[src/rtl/uart_rx_sipo_if.sv]
// Receive-side UART bundle: serial line in, received byte and frame status out.
interface uart_rx_sipo_if;
    logic       data_rx;
    logic [7:0] data_out;
    logic       parity_error;
    logic       frame_error;
    logic       done_flag;
    logic       active_flag;

    modport master (
        input  data_rx,
        output data_out, parity_error, frame_error, done_flag, active_flag
    );

    modport slave (
        output data_rx,
        input  data_out, parity_error, frame_error, done_flag, active_flag
    );
endinterface

[src/rtl/uart_rx_sipo.sv]
// UART receiver: oversampled start/8 data (LSB first)/parity/stop deserialiser
// with held byte and error flags plus a one-cycle completion pulse.
module uart_rx_sipo #(
    parameter int OVERSAMPLE = 16,
    parameter bit PARITY_ODD = 1'b0
) (
    input  logic           baud_clk,
    input  logic           reset,
    uart_rx_sipo_if.master bus
);
    localparam int TW = $clog2(OVERSAMPLE);
    localparam logic [TW-1:0] TICK_MID = TW'(OVERSAMPLE / 2 - 1);
    localparam logic [TW-1:0] TICK_END = TW'(OVERSAMPLE - 1);

    typedef enum logic [2:0] {IDLE, START, DATA, PARITY, STOP} state_t;

    state_t        state, state_next;
    logic          rx_meta, rx_s, rx_prev;
    logic [TW-1:0] tick_cnt, tick_next;
    logic [2:0]    bit_cnt, bit_next;
    logic [7:0]    shift_reg, shift_next;
    logic          par_bit, par_next;
    logic          frame_end;
    logic [7:0]    data_q;
    logic          parity_err_q, frame_err_q, done_q;

    function automatic logic expected_parity(input logic [7:0] d);
        return (^d) ^ PARITY_ODD;
    endfunction

    // Synchroniser and edge-detect flops idle high to match the idle line.
    always_ff @(posedge baud_clk or posedge reset) begin
        if (reset) begin
            rx_meta <= 1'b1;
            rx_s    <= 1'b1;
            rx_prev <= 1'b1;
        end else begin
            rx_meta <= bus.data_rx;
            rx_s    <= rx_meta;
            rx_prev <= rx_s;
        end
    end

    always_ff @(posedge baud_clk or posedge reset) begin
        if (reset) begin
            state        <= IDLE;
            tick_cnt     <= '0;
            bit_cnt      <= '0;
            shift_reg    <= '0;
            par_bit      <= 1'b0;
            data_q       <= '0;
            parity_err_q <= 1'b0;
            frame_err_q  <= 1'b0;
            done_q       <= 1'b0;
        end else begin
            state     <= state_next;
            tick_cnt  <= tick_next;
            bit_cnt   <= bit_next;
            shift_reg <= shift_next;
            par_bit   <= par_next;
            done_q    <= frame_end;
            if (frame_end) begin
                data_q       <= shift_reg;
                parity_err_q <= (par_bit != expected_parity(shift_reg));
                frame_err_q  <= ~rx_s;
            end
        end
    end

    always_comb begin
        state_next = state;
        tick_next  = tick_cnt;
        bit_next   = bit_cnt;
        shift_next = shift_reg;
        par_next   = par_bit;
        frame_end  = 1'b0;
        case (state)
            // Only a true falling edge starts a frame, so a held-low line stays idle.
            IDLE: begin
                if (rx_prev && !rx_s) begin
                    state_next = START;
                    tick_next  = '0;
                end
            end
            START: begin
                if (tick_cnt == TICK_MID) begin
                    tick_next  = '0;
                    bit_next   = '0;
                    state_next = rx_s ? IDLE : DATA;
                end else begin
                    tick_next = tick_cnt + 1'b1;
                end
            end
            DATA: begin
                if (tick_cnt == TICK_END) begin
                    shift_next = {rx_s, shift_reg[7:1]};
                    tick_next  = '0;
                    bit_next   = bit_cnt + 3'd1;
                    if (bit_cnt == 3'd7) state_next = PARITY;
                end else begin
                    tick_next = tick_cnt + 1'b1;
                end
            end
            PARITY: begin
                if (tick_cnt == TICK_END) begin
                    par_next   = rx_s;
                    tick_next  = '0;
                    state_next = STOP;
                end else begin
                    tick_next = tick_cnt + 1'b1;
                end
            end
            STOP: begin
                if (tick_cnt == TICK_END) begin
                    frame_end  = 1'b1;
                    tick_next  = '0;
                    state_next = IDLE;
                end else begin
                    tick_next = tick_cnt + 1'b1;
                end
            end
            default: state_next = IDLE;
        endcase
    end

    assign bus.data_out     = data_q;
    assign bus.parity_error = parity_err_q;
    assign bus.frame_error  = frame_err_q;
    assign bus.done_flag    = done_q;
    assign bus.active_flag  = (state != IDLE);
endmodule

[src/flat_wrapper.sv]
// flat-port wrapper written by rule: the top's interface ports become plain ports
module uart_rx_sipo_flat 
#(
    parameter int OVERSAMPLE = 16,
    parameter bit PARITY_ODD = 1'b0
)
  (baud_clk, reset, bus_data_rx, bus_data_out, bus_parity_error, bus_frame_error, bus_done_flag, bus_active_flag);
  uart_rx_sipo_if bus_i ();
  input  logic baud_clk;
  input  logic reset;
  input wire logic [$bits(bus_i.data_rx)-1:0] bus_data_rx;
  output wire logic [$bits(bus_i.data_out)-1:0] bus_data_out;
  output wire logic [$bits(bus_i.parity_error)-1:0] bus_parity_error;
  output wire logic [$bits(bus_i.frame_error)-1:0] bus_frame_error;
  output wire logic [$bits(bus_i.done_flag)-1:0] bus_done_flag;
  output wire logic [$bits(bus_i.active_flag)-1:0] bus_active_flag;
  assign bus_i.data_rx = bus_data_rx;
  assign bus_data_out = bus_i.data_out;
  assign bus_parity_error = bus_i.parity_error;
  assign bus_frame_error = bus_i.frame_error;
  assign bus_done_flag = bus_i.done_flag;
  assign bus_active_flag = bus_i.active_flag;
  uart_rx_sipo #(.OVERSAMPLE(OVERSAMPLE), .PARITY_ODD(PARITY_ODD)) u_core (.baud_clk(baud_clk), .reset(reset), .bus(bus_i));
endmodule
[config.mk]
export PLATFORM = sky130hd
export DESIGN_NAME = uart_rx_sipo_flat
export DESIGN_NICKNAME = d
export VERILOG_FILES = /design/src/rtl/uart_rx_sipo_if.sv /design/src/rtl/uart_rx_sipo.sv /design/src/flat_wrapper.sv
export SDC_FILE = /design/constraint.sdc
export NUM_CORES = 1
export LEC_CHECK = 0
export BUFFER_PORTS_ARGS = -buffer_cell sky130_fd_sc_hd__buf_2
export CAP_MARGIN = 20
export CORE_AREA = 4 4 56 78
export CTS_BUF_LIST = sky130_fd_sc_hd__clkbuf_2 sky130_fd_sc_hd__clkbuf_4 sky130_fd_sc_hd__clkbuf_8
export DETAILED_ROUTE_END_ITERATION = 10
export DIE_AREA = 0 0 60 82
export MAX_ROUTING_LAYER = met4
export PLACE_DENSITY = 0.57
export SLEW_MARGIN = 10
export SYNTH_ARGS = -nofsm -noshare
export SYNTH_HDL_FRONTEND = slang
export SYNTH_SLANG_ARGS = --single-unit
[constraint.sdc]
create_clock -name baud_clk -period 1.9 [get_ports baud_clk]
set_clock_uncertainty 0.1 [all_clocks]
set_input_delay 0.19 -clock baud_clk [delete_from_list [all_inputs] [get_ports baud_clk]]
set_output_delay 0.19 -clock baud_clk [all_outputs]
set_load 0.01 [all_outputs]
; ---- Yosys cells after proc, flatten, opt, wreduce, memory -nomap -nowiden
; Index checks and enable logic that the tools add are counted.
[totals]
out_inout_bits = 12
regBits = 33
elab_cells = 59
[classes]
addsub = 2
n_eq_ne = 14
reduce_logical = 13
bitwise = 1
muxes = 17
[ops]
columns = cell, n
row1 = two-way mux 3 bit, 8
row2 = case mux 3 bit (5 select lines), 1
row3 = two-way mux 4 bit, 3
row4 = "inequality test 2 x 1 -> 1 bit, second input constant", 6
row5 = case mux 4 bit (3 select lines), 1
row6 = XOR reduction 8 bit, 1
row7 = "== test 3 x 2 -> 1 bit, second input constant", 2
row8 = "== test 3 bit, second input constant", 2
row9 = case mux 3 bit (2 select lines), 1
row10 = AND reduction 2 bit, 3
row11 = AND reduction 6 bit, 1
row12 = nonzero test 3 bit, 2
row13 = "adder 4 x 1 -> 4 bit, second input constant", 1
row14 = "== test 4 x 3 -> 1 bit, second input constant", 1
row15 = "== test 4 bit, second input constant", 1
row16 = "adder 3 x 1 -> 3 bit, second input constant", 1
row17 = "== test 3 x 1 -> 1 bit, second input constant", 1
row18 = zero test 3 bit, 1
row19 = AND reduction 3 bit, 1
row20 = OR reduction 3 bit, 1
row21 = two-way mux 1 bit, 2
row22 = two-way mux 2 bit, 1
row23 = nonzero test 2 bit, 1
row24 = logical AND 1 bit, 1
row25 = 3 further kinds, 3

; ---- Longest topological paths before layout
; Gate-level depths: netlist (run 1).
[depth]
depth_word = 4
depth_mapped = 6
depth_no_buf = 6

; ---- Worst setup path before layout (run 1)
; OpenSTA, ideal clock, no wires.
[synth_path]
kind = register to register
from = reg u_core.tick_cnt[0]
to = reg u_core.data_q[0] (netlist: u_core.bus.data_out[0])
setup_ps = 125
path_stages_with_launch = 6
slack_ps = 241
required_ps = 1675
arrival_ps = 1434
n_path_buf = 1
cell_sequence = dfrtp_1 -> ha_1 -> and3_1 -> nand2_2 -> buf_6 -> mux2_2
[synth_between]
elab_chain_cells = 3
[synth_rtl]
columns = element, line_no
row1 = "start, declared", uart_rx_sipo.sv:19  ; logic [TW-1:0] tick_cnt, tick_next;
row2 = "start signal, assigned", uart_rx_sipo.sv:57  ; tick_cnt <= tick_next;
row3 = == test 4 bit, uart_rx_sipo.sv:114  ; if (tick_cnt == TICK_END) begin
row4 = two-way mux 1 bit, uart_rx_sipo.sv:114
row5 = two-way mux 1 bit, uart_rx_sipo.sv:77  ; case (state)
row6 = "end signal, assigned", uart_rx_sipo.sv:63  ; data_q <= shift_reg;
row7 = "end, declared", uart_rx_sipo.sv:24  ; logic [7:0] data_q;
; Every way passes these cells.
; A chain may end at the register's enable or synchronous reset.

; ---- Worst setup path after layout (run 1)
[layout_path]
from = reg u_core.tick_cnt[0]
to = reg u_core.data_q[4] (netlist: u_core.bus.data_out[4])
; The elaborated chain is that of the path after synthesis.

==> results of run 1 <==
## per-stage QoR
stage	setup WS [ns]	instance area, sq um	std cells
2_1_floorplan	0.241	1560	128
3_3_place_gp	0.146	1690	183
3_5_place_dp	0.110	1690	183
4_1_cts	0.0961	1800	193
5_1_grt	0.0119	1800	193
6_report	0.107	1800	193
## power breakdown
part / internal, mW / switching, mW / total, mW / leakage, nW
combinational: 0.302 / 0.292 / 0.594 / 0.427
clock: 0.324 / 0.240 / 0.564 / 0.0523
sequential: 0.790 / 0.133 / 0.922 / 0.442
total: 1.42 / 0.665 / 2.08 / 0.921
## worst min path at each step
stage | endpoint | slack, ns
3_5_place_dp | u_core.rx_meta | 0.20
2_1_floorplan | u_core.rx_meta | 0.09
3_3_place_gp | u_core.bus.done_flag | 0.19
5_1_grt | u_core.rx_s | 0.27
6_report | u_core.rx_s | 0.27
4_1_cts | u_core.rx_s | 0.27
## routing by layer
| metal | share of wire, % | global-route usage [%] | vias to the layer above | routed length [microns] |
|---|---|---|---|---|
| met1 | 43 | 17.2 | 509 | 1170 |
| met2 | 53 | 23.2 | 16 | 1450 |
| met4 | 1.6 | 5.99 | 0 | 44 |
| met5 | 0 | - | - | 0 |
| met3 | 3.2 | 4.25 | 6 | 89 |
| li1 | - | - | 493 | - |
## repair_timing
item | 4_1_cts | 5_1_grt
resized for setup | 0 | 0
hold buffers | 2 | 0
hold endpoints to repair | 31 | 0
## logic make-up after synthesis
logic type,count (synthesis),share of synthesized area (%)
compound gates,22,10.8
flops,33,53.2
simple gates,32,11.4
xor+xnor,10,6.50
fa+ha+maj,3,2.41
buf+inv,12,4.17
mux,16,11.5
## final cells by class
cell class	instances	area (sq um)	area share [%]
clock buffer	8	97.6	5.41
inverter	7	26.3	1.46
multi-input combinational	83	664	36.8
sequential	33	830	46.0
tap	42	52.6	2.91
timing repair buffer	20	133	7.36
## worst max-delay path: cells and delay by family (launching register included)
family        cells  cell delay, ns
fa+ha+maj         1            0.28
flops             1            0.42
simple gates      2            0.51
mux               1            0.38
## Yosys cell counts, types with 2 or more instances
library cell	n	area (sq um)
a2111oi_2	2	30.0
a21oi_1	2	10.0
a22o_1	3	26.3
buf_4	3	22.5
dfrtp_1	30	751
dfstp_2	3	78.8
ha_1	3	37.5
inv_1	7	26.3
mux2_2	15	169
nand2_1	14	52.6
nand3_1	3	15.0
nand4_1	2	12.5
nor2_1	3	11.3
o21ai_0	6	30.0
xnor2_1	5	43.8
xor2_1	4	35.0
==> flow_summary.ini, run 1 <==
[outcome]
status = complete, no violations

[detailed_routing]
drt_wl_total_microns = 2760
detail_route.vias_per_cell = 5.31
drcViolationCount = 0
via_count = 1024
wl_per_cell_microns = 14.3
drt_iter0_markers = 33
first_pass_iters = 4
ant_nets = 0

[setup_path]
path_max_fanout = 13
path_cells = ha_1 > and3_1 > nand2_2 > mux2_2
reg2reg_to = u_core.bus.data_out[4]
reg2reg_setup_slack_ns = 0.11
r2r_cells = 4
startpoint = u_core.tick_cnt[0]
endpoint_kind = register
arrival_ns = 1.86
cpPeakStageDelay_ns = 0.42
crit_required_ns = 1.97
crit_type = reg -> reg
crit_slowest_cell = dfrtp_1
cp-start-kind = register
r2r_start = u_core.tick_cnt[0]
worstSetupEndpoint = u_core.bus.data_out[4]

[timing]
setup_violations = 0
post-route-period-util_pct = 94.4
period_needed_ns = 1.79
worst_pin_slew_ns = 0.465
drv_slew = 0
fin_hold_ws_ns = 0.266
grt_setup_unrepaired = false
hold_viol_final = 0
fmax_mhz = 558
tns_ns = 0
slew_headroom_pct = 68.9

[place]
hpwl_microns = 1990
routabilityCongestion = 0.768
portBuffers = 14

[flow_run]
drv_cap = 0

[cts]
cts-root-buf = clkbuf_8
cts_buffer_depth = 2
cts_htree_levels = 2
cts_post_setup_buffers_inserted = 0
clock_sinks = 33
cts.reportedPaths.clkPinSlew_ns = 0.07
numCtsBuffers = 5
cts_tree = done
clock_latency_ns = 0.28

[die]
die_h_microns = 82
ios = 15
fp.dieW_microns = 60
dieArea_sq_um = 4920
rows = 26
core_region_area_sq_um = 3640
start_util_pct = 42.8

[grt]
track_usage_pct = 14.6
antenna_found_initial = 0
grt-ovfl-total = 0
grt_pass1_wl_microns = 5130
grt_pass1_vias = 1078
grt_max_degree = 34

[final_layout]
final_cell_mix = dfrtp_1, mux2_2, nand2_1, buf_2, inv_1
utilization_pct = 49.5
drive_above_1_share_pct = 33.8
layout_commonest_cell = dfrtp_1
antenna_cells = 0
fin_nets = 156
fillers = 337
syn_to_final_growth_pct = 15.7

[power]
p_total_mw = 2.08
vdd_drop_max_mv = 0.750
powerDensity_nw_per_um2 = 1150
p_leak_nw = 0.921

[synthesis]
ys.flop_type = dfrtp_1
yosys_warnings = 0
ys_seq_elements = 33
ys_seq_area_share_pct = 53.2
synth_area_per_cell_sq_um = 12.2
ys_types = 39
synthArstFlopShare_pct = 100
synth.net_count = 134
syn-cell-area_sq_um = 1560
synth_edf_count = 0
synth_cells = 128

[hold_path]
min_delay_path_depth = 0
hold_path.startpoint = u_core.rx_meta
hold_path.class = reg -> reg
No activity file was read; power rests on OpenSTA's default activity.
==> run 2, diff against run 1 <==
--- a/config.mk
+++ b/config.mk
@@ -11,6 +11,7 @@
 export CTS_BUF_LIST = sky130_fd_sc_hd__clkbuf_2 sky130_fd_sc_hd__clkbuf_4 sky130_fd_sc_hd__clkbuf_8
 export DETAILED_ROUTE_END_ITERATION = 10
 export DIE_AREA = 0 0 60 82
+export HOLD_SLACK_MARGIN = 0.03
 export MAX_ROUTING_LAYER = met4
 export PLACE_DENSITY = 0.57
 export SLEW_MARGIN = 10
==> constraint.sdc (replaced) <==
create_clock -name baud_clk -period 2.1 [get_ports baud_clk]
set_clock_uncertainty 0.1 [all_clocks]
set_input_delay 0.21 -clock baud_clk [delete_from_list [all_inputs] [get_ports baud_clk]]
set_output_delay 0.21 -clock baud_clk [all_outputs]
set_load 0.01 [all_outputs]
==> run 2 against run 1 <==
  * Clock power increased by 11%
  * Sequential share of layout area decreased by 0.064 points
  * Non-clock buffer count decreased by 1
  * Fmax decreased by 1.4%
  * Die area unchanged
  * Final cell count decreased by 0.52%
  * Flip-flop and latch count unchanged
  * Via count decreased by 1.7%
  * Critical path depth unchanged
  * Count of clock-buffer cells in the layout decreased by 1
  * Wire length increased by 0.98%
  * Highest routed layer unchanged
==> flow_summary.ini, run 2 (synthesis gave the netlist of run 1 again) <==
[detailed_routing]
via_count = 1007
drt_wl_total_microns = 2780
ant_nets = 0
wl_per_cell_microns = 14.5
drcViolationCount = 0
first_pass_iters = 4
detail_route.vias_per_cell = 5.24
drt_iter0_markers = 18

[timing]
setup_violations = 0
fmax_mhz = 550
fin_hold_ws_ns = 0.254
slew_headroom_pct = 69.3
grt_setup_unrepaired = false
worst_pin_slew_ns = 0.461
hold_viol_final = 0
period_needed_ns = 1.82
post-route-period-util_pct = 86.6
drv_slew = 0
tns_ns = 0

[die]
core_region_area_sq_um = 3640
fp.dieW_microns = 60
ios = 15
rows = 26
die_h_microns = 82
start_util_pct = 42.8
dieArea_sq_um = 4920

[final_layout]
final_cell_mix = dfrtp_1, mux2_2, nand2_1, buf_2, inv_1
fillers = 348
layout_commonest_cell = dfrtp_1
drive_above_1_share_pct = 33.3
antenna_cells = 0
fin_nets = 155
syn_to_final_growth_pct = 15.8

[setup_path]
path_max_fanout = 13
reg2reg_setup_slack_ns = 0.28
r2r_cells = 4
reg2reg_to = u_core.bus.data_out[2]
arrival_ns = 1.88
r2r_start = u_core.tick_cnt[0]
endpoint_kind = register
crit_required_ns = 2.16
crit_type = reg -> reg
cp-start-kind = register

[flow_run]
drv_cap = 0

[power]
p_leak_nw = 0.920
pwr-share-comb_pct = 24.5
p_int_mw = 1.35
p_sw_uw = 602
netSwitchingFraction_pct = 30.8
p_clk_share_pct = 31.9
powerDensity_nw_per_um2 = 1080
vdd_drop_max_mv = 0.654
seqPwrFrac_pct = 43.6

[outcome]
status = complete, no violations

[hold_path]
hold_path.class = reg -> reg
min_delay_path_depth = 0
hold_path.startpoint = u_core.rx_meta
hold_path_end = u_core.rx_s

[place]
hpwl_microns = 1980
portBuffers = 14
routabilityCongestion = 0.740

[cts]
clock_latency_ns = 0.28
numCtsBuffers = 5
cts.reportedPaths.clkPinSlew_ns = 0.06
cts-root-buf = clkbuf_8
cts_tree = done
clock_sinks = 33
cts_htree_levels = 2
cts_buffer_depth = 2

[grt]
grt_pass1_vias = 1049
grt_max_degree = 34
antenna_found_initial = 0
grt_pass1_wl_microns = 5000
grt-ovfl-total = 0
track_usage_pct = 14.2
==> run 2: per-layer routing <==
layer / global-route usage, % / share of wire, % / vias up
met5: - / 0 / -
met1: 17.1 / 43 / 494
met2: 21.4 / 51 / 13
met3: 3.77 / 2.8 / 8
li1: - / - / 492
met4: 7.32 / 2.8 / 0
==> run 2: cell type report <==
| type | instances | area, sq um | area share (%) |
|---|---|---|---|
| multi-input cells | 83 | 664 | 36.8 |
| clock inverters | 1 | 30.0 | 1.66 |
| well taps | 42 | 52.6 | 2.91 |
| repair buffers | 19 | 113 | 6.24 |
| inverters | 7 | 26.3 | 1.46 |
| clock buffers | 7 | 90.1 | 4.99 |
| flip-flops and latches | 33 | 830 | 45.9 |
==> run 2: critical path, stage by stage (launching register included) <==
cell     delay [ns]
dfrtp_1        0.41
ha_1           0.29
and3_1         0.27
nand2_2        0.26
mux2_2         0.37
==> run 2: stage by stage <==
stage / total power, mW / instances / util (%) / cell area [sq um] / setup WS [ns]
4_1_cts: 1.98 / 192 / 49.6 / 1810 / 0.262
5_1_grt: 2.08 / 192 / 49.6 / 1810 / 0.128
3_3_place_gp: 1.32 / 182 / 45.7 / 1670 / 0.283
3_5_place_dp: 1.34 / 182 / 45.7 / 1670 / 0.284
2_1_floorplan: 1.23 / 128 / - / 1560 / 0.441
6_report: 1.95 / 192 / 49.6 / 1810 / 0.282
==> run 2: how the worst max path moves through the flow <==
stage / startpoint / to / slack (ns) / depth (start not counted)
global placement: u_core.tick_cnt[0] / u_core.bus.data_out[1] / 0.28 / 4
global route: u_core.state[0] / u_core.bit_cnt[2] / 0.13 / 4
floorplan: u_core.tick_cnt[0] / u_core.bus.data_out[0] / 0.44 / 5
finish: u_core.tick_cnt[0] / u_core.bus.data_out[2] / 0.28 / 4
detailed placement: u_core.tick_cnt[0] / u_core.bus.data_out[2] / 0.28 / 4
CTS: u_core.tick_cnt[0] / u_core.bus.data_out[2] / 0.26 / 4
==> run 2: timing repair <==
item,CTS,global route
hold buffers,2,0
resized for setup,0,0
buffers inserted,0,0
hold endpoints to repair,31,0
==> run 2: power by group through the flow <==
stage                     Clock [mW]  Sequential, mW  Combinational [mW]
after floorplan                    0           0.793               0.439
after global placement             0           0.858               0.465
after detailed placement           0           0.864               0.476
after CTS                      0.641           0.852               0.484
after global routing           0.672           0.871               0.540
final                          0.624           0.852               0.478
